<file path="src/rtl/spi_cmd_sched_pkg.sv">
// spi_sched_pkg: shared widths, FSM states and the queued command record for spi_cmd_sched
package spi_sched_pkg;
    localparam int ADDR_W = 4;
    localparam int DATA_W = 20;
    typedef enum logic [2:0] {IDLE, SETUP, START, WAIT, RESP} sched_state_t;
    typedef struct packed {
        logic              rw;
        logic [ADDR_W-1:0] addr;
        logic [DATA_W-1:0] wdata;
    } spi_cmd_t;
endpackage

</file>
<file path="src/rtl/spi_cmd_sched_fifo.sv">
// sched_fifo: synchronous command FIFO of DEPTH spi_cmd_t entries
// Ports: clk/rst (sync, active-high), i_push/i_din write side, i_pop/o_dout read side
// (o_dout shows the head), o_full/o_empty flags, o_level occupancy 0..DEPTH.
module sched_fifo import spi_sched_pkg::*; #(
    parameter int DEPTH = 8
) (
    input  logic                     clk,
    input  logic                     rst,
    input  logic                     i_push,
    input  spi_cmd_t                 i_din,
    input  logic                     i_pop,
    output spi_cmd_t                 o_dout,
    output logic                     o_full,
    output logic                     o_empty,
    output logic [$clog2(DEPTH):0]   o_level
);
    localparam int AW = $clog2(DEPTH);
    localparam int LW = AW + 1;
    spi_cmd_t r_mem [DEPTH];
    logic [AW-1:0] r_wr_ptr;
    logic [AW-1:0] r_rd_ptr;
    logic [LW-1:0] r_level;
    logic w_push;
    logic w_pop;
    assign w_push  = i_push && !o_full;
    assign w_pop   = i_pop && !o_empty;
    assign o_full  = r_level == LW'(DEPTH);
    assign o_empty = r_level == '0;
    assign o_level = r_level;
    assign o_dout  = r_mem[r_rd_ptr];
    // pointers wrap naturally modulo DEPTH; r_level tells full from empty
    always_ff @(posedge clk) begin
        if (rst) begin
            r_wr_ptr <= '0;
            r_rd_ptr <= '0;
            r_level  <= '0;
        end else begin
            if (w_push) r_wr_ptr <= r_wr_ptr + 1'b1;
            if (w_pop) r_rd_ptr <= r_rd_ptr + 1'b1;
            r_level <= r_level + LW'(w_push) - LW'(w_pop);
        end
    end
    always_ff @(posedge clk) begin
        if (w_push) r_mem[r_wr_ptr] <= i_din;
    end
endmodule

</file>
<file path="src/rtl/spi_cmd_sched.sv">
// spi_cmd_sched: queues host register commands and issues them one at a time to top_spi
// Ports: clk/rst (sync, active-high); cmd_* host valid/ready command port;
// rsp_* one-cycle read response; spi_* drive/observe top_spi; busy, level status.
// Optional macro SPI_SCHED_TIMEOUT_EN: reads give up after RD_TIMEOUT WAIT cycles with rsp_err=1.
module spi_cmd_sched import spi_sched_pkg::*; #(
    parameter int DEPTH      = 8,
    parameter int WR_WAIT    = 2048,
    parameter int RD_TIMEOUT = 4096
) (
    input  logic                   clk,
    input  logic                   rst,
    input  logic                   cmd_valid,
    output logic                   cmd_ready,
    input  logic                   cmd_rw,
    input  logic [ADDR_W-1:0]      cmd_addr,
    input  logic [DATA_W-1:0]      cmd_wdata,
    output logic                   rsp_valid,
    output logic [ADDR_W-1:0]      rsp_addr,
    output logic [DATA_W-1:0]      rsp_data,
    output logic                   rsp_err,
    output logic                   spi_start,
    output logic                   spi_rw,
    output logic [ADDR_W-1:0]      spi_addr,
    output logic [DATA_W-1:0]      spi_wrdata,
    input  logic                   spi_rd_ok,
    input  logic [DATA_W-1:0]      spi_rddata,
    output logic                   busy,
    output logic [$clog2(DEPTH):0] level
);
    localparam int CNT_MAX = WR_WAIT > RD_TIMEOUT ? WR_WAIT : RD_TIMEOUT;
    localparam int CNT_W   = $clog2(CNT_MAX + 1);
    sched_state_t r_state;
    sched_state_t w_next;
    spi_cmd_t w_din;
    spi_cmd_t w_head;
    spi_cmd_t r_hold;
    logic w_full;
    logic w_empty;
    logic w_pop;
    logic w_wr_done;
    logic w_timeout;
    logic [CNT_W-1:0] r_cnt;
    logic r_start;
    logic r_rsp_valid;
    logic [ADDR_W-1:0] r_rsp_addr;
    logic [DATA_W-1:0] r_rsp_data;
    assign w_din = '{rw: cmd_rw, addr: cmd_addr, wdata: cmd_wdata};
    sched_fifo #(.DEPTH(DEPTH)) u_fifo (
        .clk     (clk),
        .rst     (rst),
        .i_push  (cmd_valid),
        .i_din   (w_din),
        .i_pop   (w_pop),
        .o_dout  (w_head),
        .o_full  (w_full),
        .o_empty (w_empty),
        .o_level (level)
    );
    assign cmd_ready  = !w_full;
    assign busy       = r_state != IDLE || !w_empty;
    assign spi_start  = r_start;
    assign spi_rw     = r_hold.rw;
    assign spi_addr   = r_hold.addr;
    assign spi_wrdata = r_hold.wdata;
    assign rsp_valid  = r_rsp_valid;
    assign rsp_addr   = r_rsp_addr;
    assign rsp_data   = r_rsp_data;
    // r_cnt is 0 in the first WAIT cycle, so the last write WAIT cycle is WR_WAIT-1
    assign w_wr_done = r_cnt == CNT_W'(WR_WAIT - 1);
`ifdef SPI_SCHED_TIMEOUT_EN
    logic r_rsp_err;
    assign w_timeout = r_cnt == CNT_W'(RD_TIMEOUT - 1);
    assign rsp_err   = r_rsp_err;
    // reaching RESP without rd_ok can only mean the timeout fired; rd_ok wins a tie
    always_ff @(posedge clk) begin
        if (rst) r_rsp_err <= 1'b0;
        else if (w_next == RESP) r_rsp_err <= !spi_rd_ok;
    end
`else
    assign w_timeout = 1'b0;
    assign rsp_err   = 1'b0;
`endif
    always_ff @(posedge clk) begin
        if (rst) r_state <= IDLE;
        else r_state <= w_next;
    end
    always_comb begin
        w_next = r_state;
        w_pop  = 1'b0;
        case (r_state)
            IDLE: begin
                w_pop  = !w_empty;
                w_next = w_empty ? IDLE : SETUP;
            end
            SETUP: w_next = START;
            START: w_next = WAIT;
            WAIT: begin
                if (!r_hold.rw) w_next = w_wr_done ? IDLE : WAIT;
                else w_next = (spi_rd_ok || w_timeout) ? RESP : WAIT;
            end
            RESP: w_next = IDLE;
            default: w_next = IDLE;
        endcase
    end
    // outputs are registered off the next state so each lines up with its state cycle
    always_ff @(posedge clk) begin
        if (rst) begin
            r_hold      <= '0;
            r_start     <= 1'b0;
            r_cnt       <= '0;
            r_rsp_valid <= 1'b0;
            r_rsp_addr  <= '0;
            r_rsp_data  <= '0;
        end else begin
            if (w_pop) r_hold <= w_head;
            r_start     <= w_next == START;
            r_cnt       <= r_state == WAIT ? r_cnt + 1'b1 : '0;
            r_rsp_valid <= w_next == RESP;
            if (w_next == RESP) begin
                r_rsp_addr <= r_hold.addr;
                r_rsp_data <= spi_rd_ok ? spi_rddata : '0;
            end
        end
    end
endmodule
</file>
<file path="config.mk">
export PLATFORM = sky130hd
export DESIGN_NAME = spi_cmd_sched
export DESIGN_NICKNAME = d
export VERILOG_FILES = /design/src/rtl/spi_cmd_sched_pkg.sv /design/src/rtl/spi_cmd_sched_fifo.sv /design/src/rtl/spi_cmd_sched.sv
export SDC_FILE = /design/constraint.sdc
export NUM_CORES = 1
export LEC_CHECK = 0
export ABC_CLOCK_PERIOD_IN_PS = 5100
export CORE_MARGIN = 8
export CORE_UTILIZATION = 30
export DETAILED_ROUTE_END_ITERATION = 8
export SETUP_SLACK_MARGIN = 0.05
export SLEW_MARGIN = 20
export SYNTH_ARGS = -nofsm -noshare
export SYNTH_HDL_FRONTEND = slang
export SYNTH_SLANG_ARGS = --single-unit
</file>
<file path="constraint.sdc">
create_clock -name clk -period 5.1 [get_ports clk]
set_clock_uncertainty 0.2 [all_clocks]
set_input_delay 0.51 -clock clk [delete_from_list [all_inputs] [get_ports clk]]
set_output_delay 0.51 -clock clk [all_outputs]
set_load 0.1 [all_outputs]
</file>
After elaboration in Yosys (flattened, before gate mapping) --
Memories as Yosys holds them, arrays and structs flattened. A register that Yosys moved wholly into a read port is not among the register bits. Index checks and enable logic that the tools add are counted.
Operators by class: add/subtract/negate cells 5, equal/unequal tests 7, multiplexer cells 9, bitwise operators 1, reduce and logical (&&, ||, !) cells 9
Operators with widths (count):
- 2-to-1 mux 20 bit | 1
- adder 13 x 1 -> 13 bit, second input constant | 1
- == test 13 x 11 -> 1 bit, second input constant | 1
- one-hot mux 3 bit (4 select lines) | 1
- == test 3 x 2 -> 1 bit, second input constant | 3
- adder 3 x 1 -> 3 bit, second input constant | 2
- 2-to-1 mux 3 bit | 2
- adder 4 x 1 -> 4 bit | 1
- == test 4 bit, second input constant | 1
- zero test 4 bit | 1
- 2-to-1 mux 1 bit | 4
- subtractor 4 x 1 -> 4 bit | 1
- == test 3 x 1 -> 1 bit, second input constant | 1
- == test 3 bit, second input constant | 1
- zero test 3 bit | 1
- nonzero test 3 bit | 1
- logical AND 1 bit | 2
- zero test 1 bit | 2
- 2-to-1 mux 2 bit | 1
- OR reduction 2 bit | 1
- logical OR 1 bit | 1
- inverter 1 bit | 1
Word-level totals: register bits after elaboration 52, RAM bits 200, output and inout bits 58, memories 1
Memories:
- u_fifo.r_mem | depth 8, width 25, rd ports 1, clocked after Yosys merged registers in 1, write ports 1, line spi_cmd_sched_fifo.sv:19 | spi_cmd_t r_mem [DEPTH];

Logic depth before layout (Yosys ltp) --
Gate-level depths: netlist of the first run.
depth after elaboration 5, depth in mapped cells 13, gate-level depth less buffers 12

Hierarchy --
Synthesis of the first run repeated with hierarchy kept, for this count alone.
Second synthesis, totals: cells, all modules 685, area, all modules 11066.9 sq um
Modules (own cells, without submodules):
- sched_fifo | instances 1, cells an instance 371, area an instance 8410.6 sq um, seq. area each 6266.0 sq um
- spi_cmd_sched | instances 1, cells an instance 314, area an instance 2656.3 sq um, seq. area each 1341.3 sq um

Worst setup path after synthesis of the first run --
OpenSTA, ideal clock, no wires.
path type register to register, from register u_fifo.r_level[2] (netlist: u_fifo.o_level[2]), to memory u_fifo.r_mem[0][0] (netlist bit), enable pin, library setup time 0.438 ns, data arrival time 4.238 ns, slack 0.223 ns, cell stages (with the launch flop) 8, path buffers 1, cells stage by stage dfxtp_1 -> inv_1 -> ha_1 -> or3b_2 -> buf_2 -> nand2_1 -> or2_2 -> nor3_1
Between the ends: cells in the longest elaborated chain, start to end 5
Ends and longest elaborated chain:
- start: declaration | line spi_cmd_sched_fifo.sv:22 | logic [LW-1:0] r_level;
- start signal: assignment | line spi_cmd_sched_fifo.sv:40 | r_level <= r_level + LW'(w_push) - LW'(w_pop);
- == test 4 bit | line spi_cmd_sched_fifo.sv:27 | assign o_full = r_level == LW'(DEPTH);
- zero test 1 bit
- via cmd_ready | line spi_cmd_sched.sv:13 | output logic cmd_ready,
- logical AND 1 bit | line spi_cmd_sched_fifo.sv:25 | assign w_push = i_push && !o_full;
- 2-to-1 mux 1 bit | line spi_cmd_sched_fifo.sv:44 | if (w_push) r_mem[r_wr_ptr] <= i_din;
- 2-to-1 mux 1 bit (not written as such) | line spi_cmd_sched_fifo.sv:44
- end: declaration | line spi_cmd_sched_fifo.sv:19
The timed path passes the listed nets, and every way through them passes these cells.

Worst setup path in the final report of the first run --
from register u_fifo.r_level[2] (netlist: u_fifo.o_level[2]), to output busy
Between the ends: cells in the longest elaborated chain, start to end 3
Ends and longest elaborated chain:
- zero test 4 bit | line spi_cmd_sched_fifo.sv:28 | assign o_empty = r_level == '0;
- zero test 1 bit | line spi_cmd_sched.sv:60 | assign busy = r_state != IDLE || !w_empty;
- logical OR 1 bit | line spi_cmd_sched.sv:60
- end: declaration | line spi_cmd_sched.sv:27 | output logic busy,
No other way between the ends.

==> run metrics, run 1 <==
Post-CTS Setup Bufs=0; Synth Area per Inst=17.1 sq um; CP max FO=3; Synth Area in Simple Gates=0.0646; Yosys reg bits=277; Worst-path clk slew=0.06 ns; Hold Path Stages=1; Seq/Total Area, Yosys=0.704; final antenna-violating net count=0; most common cell in the synthesized netlist=edfxtp_1; Antenna Cells=0; number of global-route vias before repair=5697; worst reg2reg startpoint=u_fifo.o_level[2]$_SDFF_PP0_; hold_ws=0.268 ns; Synth area leader=edfxtp_1; Synth warnings=0; num rows=69; fin cells=1223; Hold WC Path Type=reg -> reg; Hold Vio Cnt, Final=0; Setup TNS=0 ns; Unique masters post-synth=42; total CTS buffers=29; syn_nets=684; cts hold-fix bufs=0; WP data required=4.39 ns; critical path class=reg -> out; CTS tree=built; Placement Setup Slack=2.06 ns; initial antenna violation count=3; Leak=4.37 nW; Avg WL per Cell=18.1 um; Critical Path Start Type=register; share of layout cells above drive strength 1=0.171; FF-to-FF End=u_fifo.o_level[2]$_SDFF_PP0_; adder-cell share of the synthesized area=0.0124; drt pass-1 iters=7; Synth area leaders=edfxtp_1 (56%), dfxtp_1 (14%), mux4_2 (10%); Final Cycle Share=0.659; most frequent cells after synthesis=edfxtp_1 (200), nor2_1 (78), dfxtp_1 (77); dpl cell area=12200 sq um; total number of vias=5549; # DRC=0; Final Setup Violations=0; unrepaired setup endpoints after global routing=false; clk_lat worst skew=0.56 ns; chip width=205 um; Worst-Margin Slew=1.09 ns; Post-synth EDFFs=200; xor/xnor share of the synthesized area=0.0131; max-cap violations=0; fmax=298 MHz; area delta synth->final=23.0%; compound-cell area share of the yosys netlist=0.0221; vias per cell=4.54; Final Worst Setup Slack=1.74 ns; Hold Path Sink=r_cnt[0]$_SDFF_PP0_; CTS Buffer Depth=3; final WL=22100 um; FF-to-FF setup slack=2.19 ns; Mapped Area=10700 sq um; H-tree lvl count=1; pin count of the biggest net entering global routing=54; GR Overflow Total=0; Die Span Y=205 um; relative slew slack=0.271; Final Net Count=798; DP HPWL=13700 um; Final Cell Area=13200 sq um; sequential standard cell area=7550 sq um; R2R cell count=12; Core Box Area=35400 sq um; VDD IR max=395 uV; fillers=3354; Synth async-reset ratio=0; Crit path arrival time=2.65 ns; max-slew violation count=0; outcome=finished, final reports clean; DRT iter0 DRCs=245; Core Util, Final=0.372; first-pass GRT wire length=34300 um; post_cts resized=0; power density cells=554 nW/um^2; routability cong.=0.720; CTS root buf=clkbuf_16; mux share of post-synthesis cell area=0.152; number of port buffers=105; Die Area=42000 sq um; crit end category=output pin; Multi-input gate area=2860 sq um; IO Count=107; crit path time final=3.36 ns; TritonCTS Sinks=277; predominant post-synthesis flop cell=edfxtp_1; Yosys top cell area share=0.560; largest family of logic cells by synthesized area=multiplexers; Initial Utilization=0.303; Mapped Cells=625; min-delay src=r_cnt[0]$_SDFF_PP0_; placed instance count=1169; gr usage total=0.104; Design Power=7.30 mW
## worst max path at each step
stage,start,to,slack [ns],cells after the start
global placement,cmd_valid,u_fifo.r_mem[0][20]$_DFFE_PP_,2.13,5
finish,u_fifo.o_level[2]$_SDFF_PP0_,busy,1.74,5
floorplan,u_fifo.o_level[2]$_SDFF_PP0_,u_fifo.r_mem[0][0]$_DFFE_PP_,0.22,7
global route,u_fifo.o_level[2]$_SDFF_PP0_,busy,1.62,5
detailed placement,cmd_valid,u_fifo.r_mem[0][22]$_DFFE_PP_,2.06,5
CTS,u_fifo.o_level[2]$_SDFF_PP0_,busy,1.69,5
## critical path, stage by stage, from the launching register on
cell,delay (ns)
dfxtp_1,0.31
inv_1,0.10
ha_1,0.15
or3b_1,0.40
nand2b_1,0.17
clkdlybuf4s50_1,0.98
## cells in the final DEF, fill, tap and decap left out, drive strengths merged, types with 2 or more instances in the layout
cell type,instances
a211oi,25
a21oi,4
and2,22
and4,3
buf,14
bufinv,4
clkbuf,30
clkdlybuf4s50,104
clkinv,9
clkinvlp,8
dfxtp,77
edfxtp,200
ha,9
inv,13
mux2i,50
mux4,50
nand2,9
nand2b,3
nand3,9
nand4,5
nor2,78
nor2b,2
nor3,3
nor4,2
or3,2
or3b,2
xnor2,6
xor2,10
## power by group
group	switching [mW]	leakage [nW]	total, mW	internal [mW]
Combinational	1.49	1.46	2.27	0.784
Clock	0.896	0.466	2.16	1.26
Sequential	0.233	2.44	2.87	2.64
## area by class of cell
type,count,area share
repair buffers,118,0.0877
flip-flops and latches,277,0.573
inverters,10,0.00285
clock inverters,24,0.0203
multi-input cells,303,0.217
clock buffers,30,0.0553
well taps,461,0.0438
## layer usage
metal | wire, um | up-vias | track usage
met5 | 40 | - | 0
met4 | 427 | 6 | 0.0258
met3 | 1630 | 43 | 0.0302
met2 | 9810 | 161 | 0.158
met1 | 10200 | 2716 | 0.144
li1 | - | 2623 | -
## cells by family (layout without fill, tap and decap cells)
kind of cell               Yosys count  in the layout
DFF                                277            277
and+or+nand+nor                    143            143
muxes                              100            100
buffers and inverters               45            182
AOI/OAI and AO/OA                   33             33
xor gates and xnor gates            16             16
adders and majority gates           10             10
other                                1              1
## registers in the layout, summed over array words and instances, names as in the netlist
register	cells
r_cnt	13
r_state	3
rsp_addr	4
rsp_data	20
rsp_valid	1
spi_addr	4
spi_rw	1
spi_start	1
spi_wrdata	20
u_fifo.o_level	4
u_fifo.r_mem	200
u_fifo.r_rd_ptr	3
u_fifo.r_wr_ptr	3
Power figures use the tool's default switching activity.
==> inputs of run 2 (changes only) <==
--- a/config.mk
+++ b/config.mk
@@ -5,7 +5,7 @@
 export SDC_FILE = /design/constraint.sdc
 export NUM_CORES = 1
 export LEC_CHECK = 0
-export ABC_CLOCK_PERIOD_IN_PS = 5100
+export ABC_CLOCK_PERIOD_IN_PS = 3300
 export CORE_MARGIN = 8
 export CORE_UTILIZATION = 30
 export DETAILED_ROUTE_END_ITERATION = 8
==> constraint.sdc (replaced) <==
create_clock -name clk -period 3.3 [get_ports clk]
set_clock_uncertainty 0.2 [all_clocks]
set_input_delay 0.33 -clock clk [delete_from_list [all_inputs] [get_ports clk]]
set_output_delay 0.33 -clock clk [all_outputs]
set_load 0.1 [all_outputs]
==> run metrics, run 2 (synthesis gave the netlist of run 1 again) <==
IO Count=107; most common cell after layout, fill and taps aside=edfxtp_1; Final Setup Violations=0; Critical Path Start Type=register; Core Util, Final=0.371; critical path class=reg -> out; Design Power=11.1 mW; CP max FO=2; DRT iter0 DRCs=274; Hold Vio Cnt, Final=0; CTS tree=built; final antenna-violating net count=0; CP top delay family=buffers and inverters; Hold WC Path Type=in -> reg; critical path's slowest cell=clkdlybuf4s50_1; max incr delay on CP=1.16 ns; WP data required=2.77 ns; total CTS buffers=28; Final Net Count=800; clk_lat worst skew=0.55 ns; TritonCTS Sinks=277; Post-Route M1 WL=10400 um; share of layout cells above drive strength 1=0.207; Avg WL per Cell=18.3 um; power density cells=845 nW/um^2; Final Worst Setup Slack=0.741 ns; DP HPWL=13800 um; total number of vias=5611; cts hold-fix bufs=0; vias per cell=4.58; pin count of the biggest net entering global routing=53; routability cong.=0.681; max-slew violation count=0; post_cts resized=0; Worst Path Buf+Inv=1; Top reg by flops=u_fifo.r_mem; most frequent cells in the layout=edfxtp_1 (200), nor2_1 (72), clkdlybuf4s50_1 (72); crit end category=output pin; Placement Setup Slack=0.712 ns; Core Box Area=35400 sq um; chip width=205 um; Post-CTS Setup Bufs=0; fillers=3315; VDD IR max=582 uV; Setup TNS=0 ns; H-tree lvl count=1; drt pass-1 iters=4; DR top layer=met5; area delta synth->final=22.6%; met3 WL=1660 um; Final Cycle Share=0.776; num rows=69; WL met2=9910 um; Antenna Cells=0; Leak=4.42 nW; gr usage total=0.104; CP Cell Sequence=clkdlybuf4s50_1; Die Area=42000 sq um; initial antenna violation count=3; CTS root buf=clkbuf_16; number of port buffers=105; CTS Buffer Depth=3; final WL=22400 um; Initial Utilization=0.303; Crit path arrival time=2.03 ns; GR Overflow Total=0; unrepaired setup endpoints after global routing=false; relative slew slack=0.324; Worst-Margin Slew=1.01 ns; fmax=391 MHz; crit path time final=2.56 ns; max-cap violations=0; Die Span Y=205 um; outcome=finished, final reports clean; number of flip-flops in the largest register=200; first-pass GRT wire length=34300 um; number of global-route vias before repair=5713; # DRC=0; Worst-path clk slew=0.06 ns
## run 2: power breakdown
| part | internal [mW] | total (mW) | switching [mW] |
|---|---|---|---|
| Clock | 1.87 | 3.17 | 1.30 |
| Sequential | 4.08 | 4.36 | 0.282 |
| Combinational | 1.17 | 3.57 | 2.40 |
## run 2: metal layers
metal | global-route usage | vias to the layer above
li1 | - | 2626
met1 | 0.147 | 2784
met2 | 0.160 | 154
met3 | 0.0258 | 41
met4 | 0.0235 | 6
met5 | 0 | -
## run 2: final timing paths
check | slack (ns) | startpoint | endpoint | cells after the start
worst min-delay path | 0.07 | rst | rsp_data[19]$_SDFFE_PP0N_ | 2
worst min register to register | 0.26 | r_cnt[0]$_SDFF_PP0_ | r_cnt[0]$_SDFF_PP0_ | 1
worst max-delay path | 0.74 | rsp_addr[3]$_SDFFE_PP0N_ | rsp_addr[3] | 1
worst max register to register | 0.76 | u_fifo.o_level[2]$_SDFF_PP0_ | u_fifo.o_level[2]$_SDFF_PP0_ | 11
## run 2: final cells by class
class	instances	area [sq um]	area share
clock buffer	34	723	0.0550
inverter	10	37.5	0.00286
sequential	277	7560	0.576
clock inverter	18	203	0.0154
multi-input combinational	303	2890	0.220
tap	461	577	0.0439
timing repair buffer	121	1150	0.0874
## run 2: metrics by stage
stage	hold WS (ns)	cells	cell area, sq um
global route	0.0878	1224	13100
detailed placement	0.251	1172	12200
finish	0.0725	1224	13100
floorplan	0.226	625	10800
CTS	0.0702	1224	13100
global placement	0.245	1172	12200
==> inputs of run 3 (changes only) <==
--- a/config.mk
+++ b/config.mk
@@ -5,7 +5,7 @@
 export SDC_FILE = /design/constraint.sdc
 export NUM_CORES = 1
 export LEC_CHECK = 0
-export ABC_CLOCK_PERIOD_IN_PS = 3300
+export ABC_CLOCK_PERIOD_IN_PS = 2400
 export CORE_MARGIN = 8
 export CORE_UTILIZATION = 30
 export DETAILED_ROUTE_END_ITERATION = 8
==> constraint.sdc (replaced) <==
create_clock -name clk -period 2.4 [get_ports clk]
set_clock_uncertainty 0.2 [all_clocks]
set_input_delay 0.24 -clock clk [delete_from_list [all_inputs] [get_ports clk]]
set_output_delay 0.24 -clock clk [all_outputs]
set_load 0.1 [all_outputs]
==> run metrics, run 3 (synthesis gave the netlist of run 1 again) <==
clk_lat worst skew=0.54 ns; Top reg by flops=u_fifo.r_mem; CTS root buf=clkbuf_16; outcome=finished, final reports clean; R2R cell count=10; Crit path arrival time=2.65 ns; number of global-route vias before repair=5934; Worst-Margin Slew=0.612 ns; Final Setup Violations=0; CTS tree=built; Die Area=42000 sq um; final antenna-violating net count=0; TritonCTS Sinks=277; unrepaired setup endpoints after global routing=true; Critical Path Start Type=register; Core Util, Final=0.383; number of port buffers=105; first-pass GRT wire length=35000 um; FF-to-FF setup slack=0.03 ns; Initial Utilization=0.303; number of flip-flops in the largest register=200; min-delay src=cmd_wdata[3]; Worst-path clk slew=0.06 ns; # DRC=0; CTS Buffer Depth=3; Hold Vio Cnt, Final=0; area delta synth->final=26.5%; Design Power=16.0 mW; crit end category=register; Hold Path Stages=1; chip width=205 um; DP HPWL=13900 um; critical path class=reg -> reg; vias per cell=4.57; WP data required=2.67 ns; Final Cycle Share=0.989; most common cell after layout, fill and taps aside=edfxtp_1; gr usage total=0.106; H-tree lvl count=1; CP max FO=3; worst reg2reg startpoint=u_fifo.o_level[2]$_SDFF_PP0_; power density cells=1180 nW/um^2; most frequent cells in the layout=edfxtp_1 (200), buf_4 (79), nor2_1 (72); Die Span Y=205 um; crit path time final=2.37 ns; Hold WC Path Type=in -> reg; Hold Path Sink=u_fifo.r_mem[6][3]$_DFFE_PP_; routability cong.=0.697; num rows=69; share of layout cells above drive strength 1=0.283; total number of vias=5708; Core Box Area=35400 sq um; Avg WL per Cell=18.2 um; final WL=22700 um; pin count of the biggest net entering global routing=53; total CTS buffers=28; drt pass-1 iters=4; IO Count=107; max-slew violation count=0; GR Overflow Total=0; FF-to-FF End=u_fifo.o_level[1]$_SDFF_PP0_; initial antenna violation count=3; fmax=421 MHz; Leak=4.66 nW; VDD IR max=894 uV; relative slew slack=0.592; Final Net Count=824; max-cap violations=0; DRT iter0 DRCs=283
-- run 3: worst max-delay path by stage --
stage | cells past startpoint | start | to
2_1_floorplan | 7 | u_fifo.o_level[2]$_SDFF_PP0_ | u_fifo.r_mem[0][0]$_DFFE_PP_
3_3_place_gp | 11 | u_fifo.o_level[2]$_SDFF_PP0_ | u_fifo.o_level[2]$_SDFF_PP0_
3_5_place_dp | 11 | u_fifo.o_level[2]$_SDFF_PP0_ | u_fifo.o_level[2]$_SDFF_PP0_
4_1_cts | 10 | u_fifo.o_level[3]$_SDFF_PP0_ | u_fifo.o_level[1]$_SDFF_PP0_
5_1_grt | 10 | u_fifo.o_level[2]$_SDFF_PP0_ | u_fifo.o_level[1]$_SDFF_PP0_
6_report | 10 | u_fifo.o_level[2]$_SDFF_PP0_ | u_fifo.o_level[1]$_SDFF_PP0_
-- run 3: layer usage --
metal | GRT usage | vias to the layer above | wire length, um
li1 | - | 2677 | -
met1 | 0.149 | 2838 | 10700
met2 | 0.163 | 154 | 9940
met3 | 0.0256 | 35 | 1580
met4 | 0.0235 | 4 | 483
met5 | 0 | - | 27
-- run 3: what timing repair did --
action	CTS	global route
hold endpoints to repair	13	0
gates resized for setup	14	7
pin swaps	4	4
setup buffers	6	2
hold buffers	1	0
setup endpoints to repair	5	30
-- run 3: final cells by class --
cell class | count | area [sq um]
Clock inverter | 10 | 178
Fill cell | 3316 | 21800
Multi-Input combinational cell | 303 | 2990
Tap cell | 461 | 577
Sequential cell | 277 | 7560
Clock buffer | 42 | 803
Inverter | 10 | 45.0
Timing Repair Buffer | 145 | 1400
Antenna cell | 1 | 2.50
-- run 3: power breakdown --
part	internal [mW]	leakage, nW	switching, mW
sequential	5.61	2.45	0.288
combinational	2.01	1.75	3.56
clock	2.75	0.462	1.79
total	10.4	4.66	5.64
-- run 3: critical path, stage by stage (launching register included) --
cell and delay (ns):
dfxtp_4 0.35, inv_4 0.06, ha_4 0.11, or3b_4 0.38, nand2_2 0.08, inv_2 0.05, ha_4 0.26, inv_2 0.04
ha_4 0.15, fa_2 0.51, nor2b_4 0.12
-- run 3: through the flow --
| stage | setup WS [ns] | hold WS, ns | cell area (sq um) | instances | TNS (ns) |
|---|---|---|---|---|---|
| 2_1_floorplan | -0.430 | 0.139 | 10800 | 625 | -44.71 |
| 3_3_place_gp | -0.0304 | 0.245 | 12400 | 1187 | -0.0304 |
| 3_5_place_dp | -0.0459 | 0.256 | 12400 | 1187 | -0.0459 |
| 4_1_cts | 0.0389 | 0.218 | 13500 | 1246 | 0 |
| 5_1_grt | -0.0304 | 0.234 | 13600 | 1248 | -0.0304 |
| 6_report | 0.0257 | 0.235 | 13600 | 1249 | 0 |
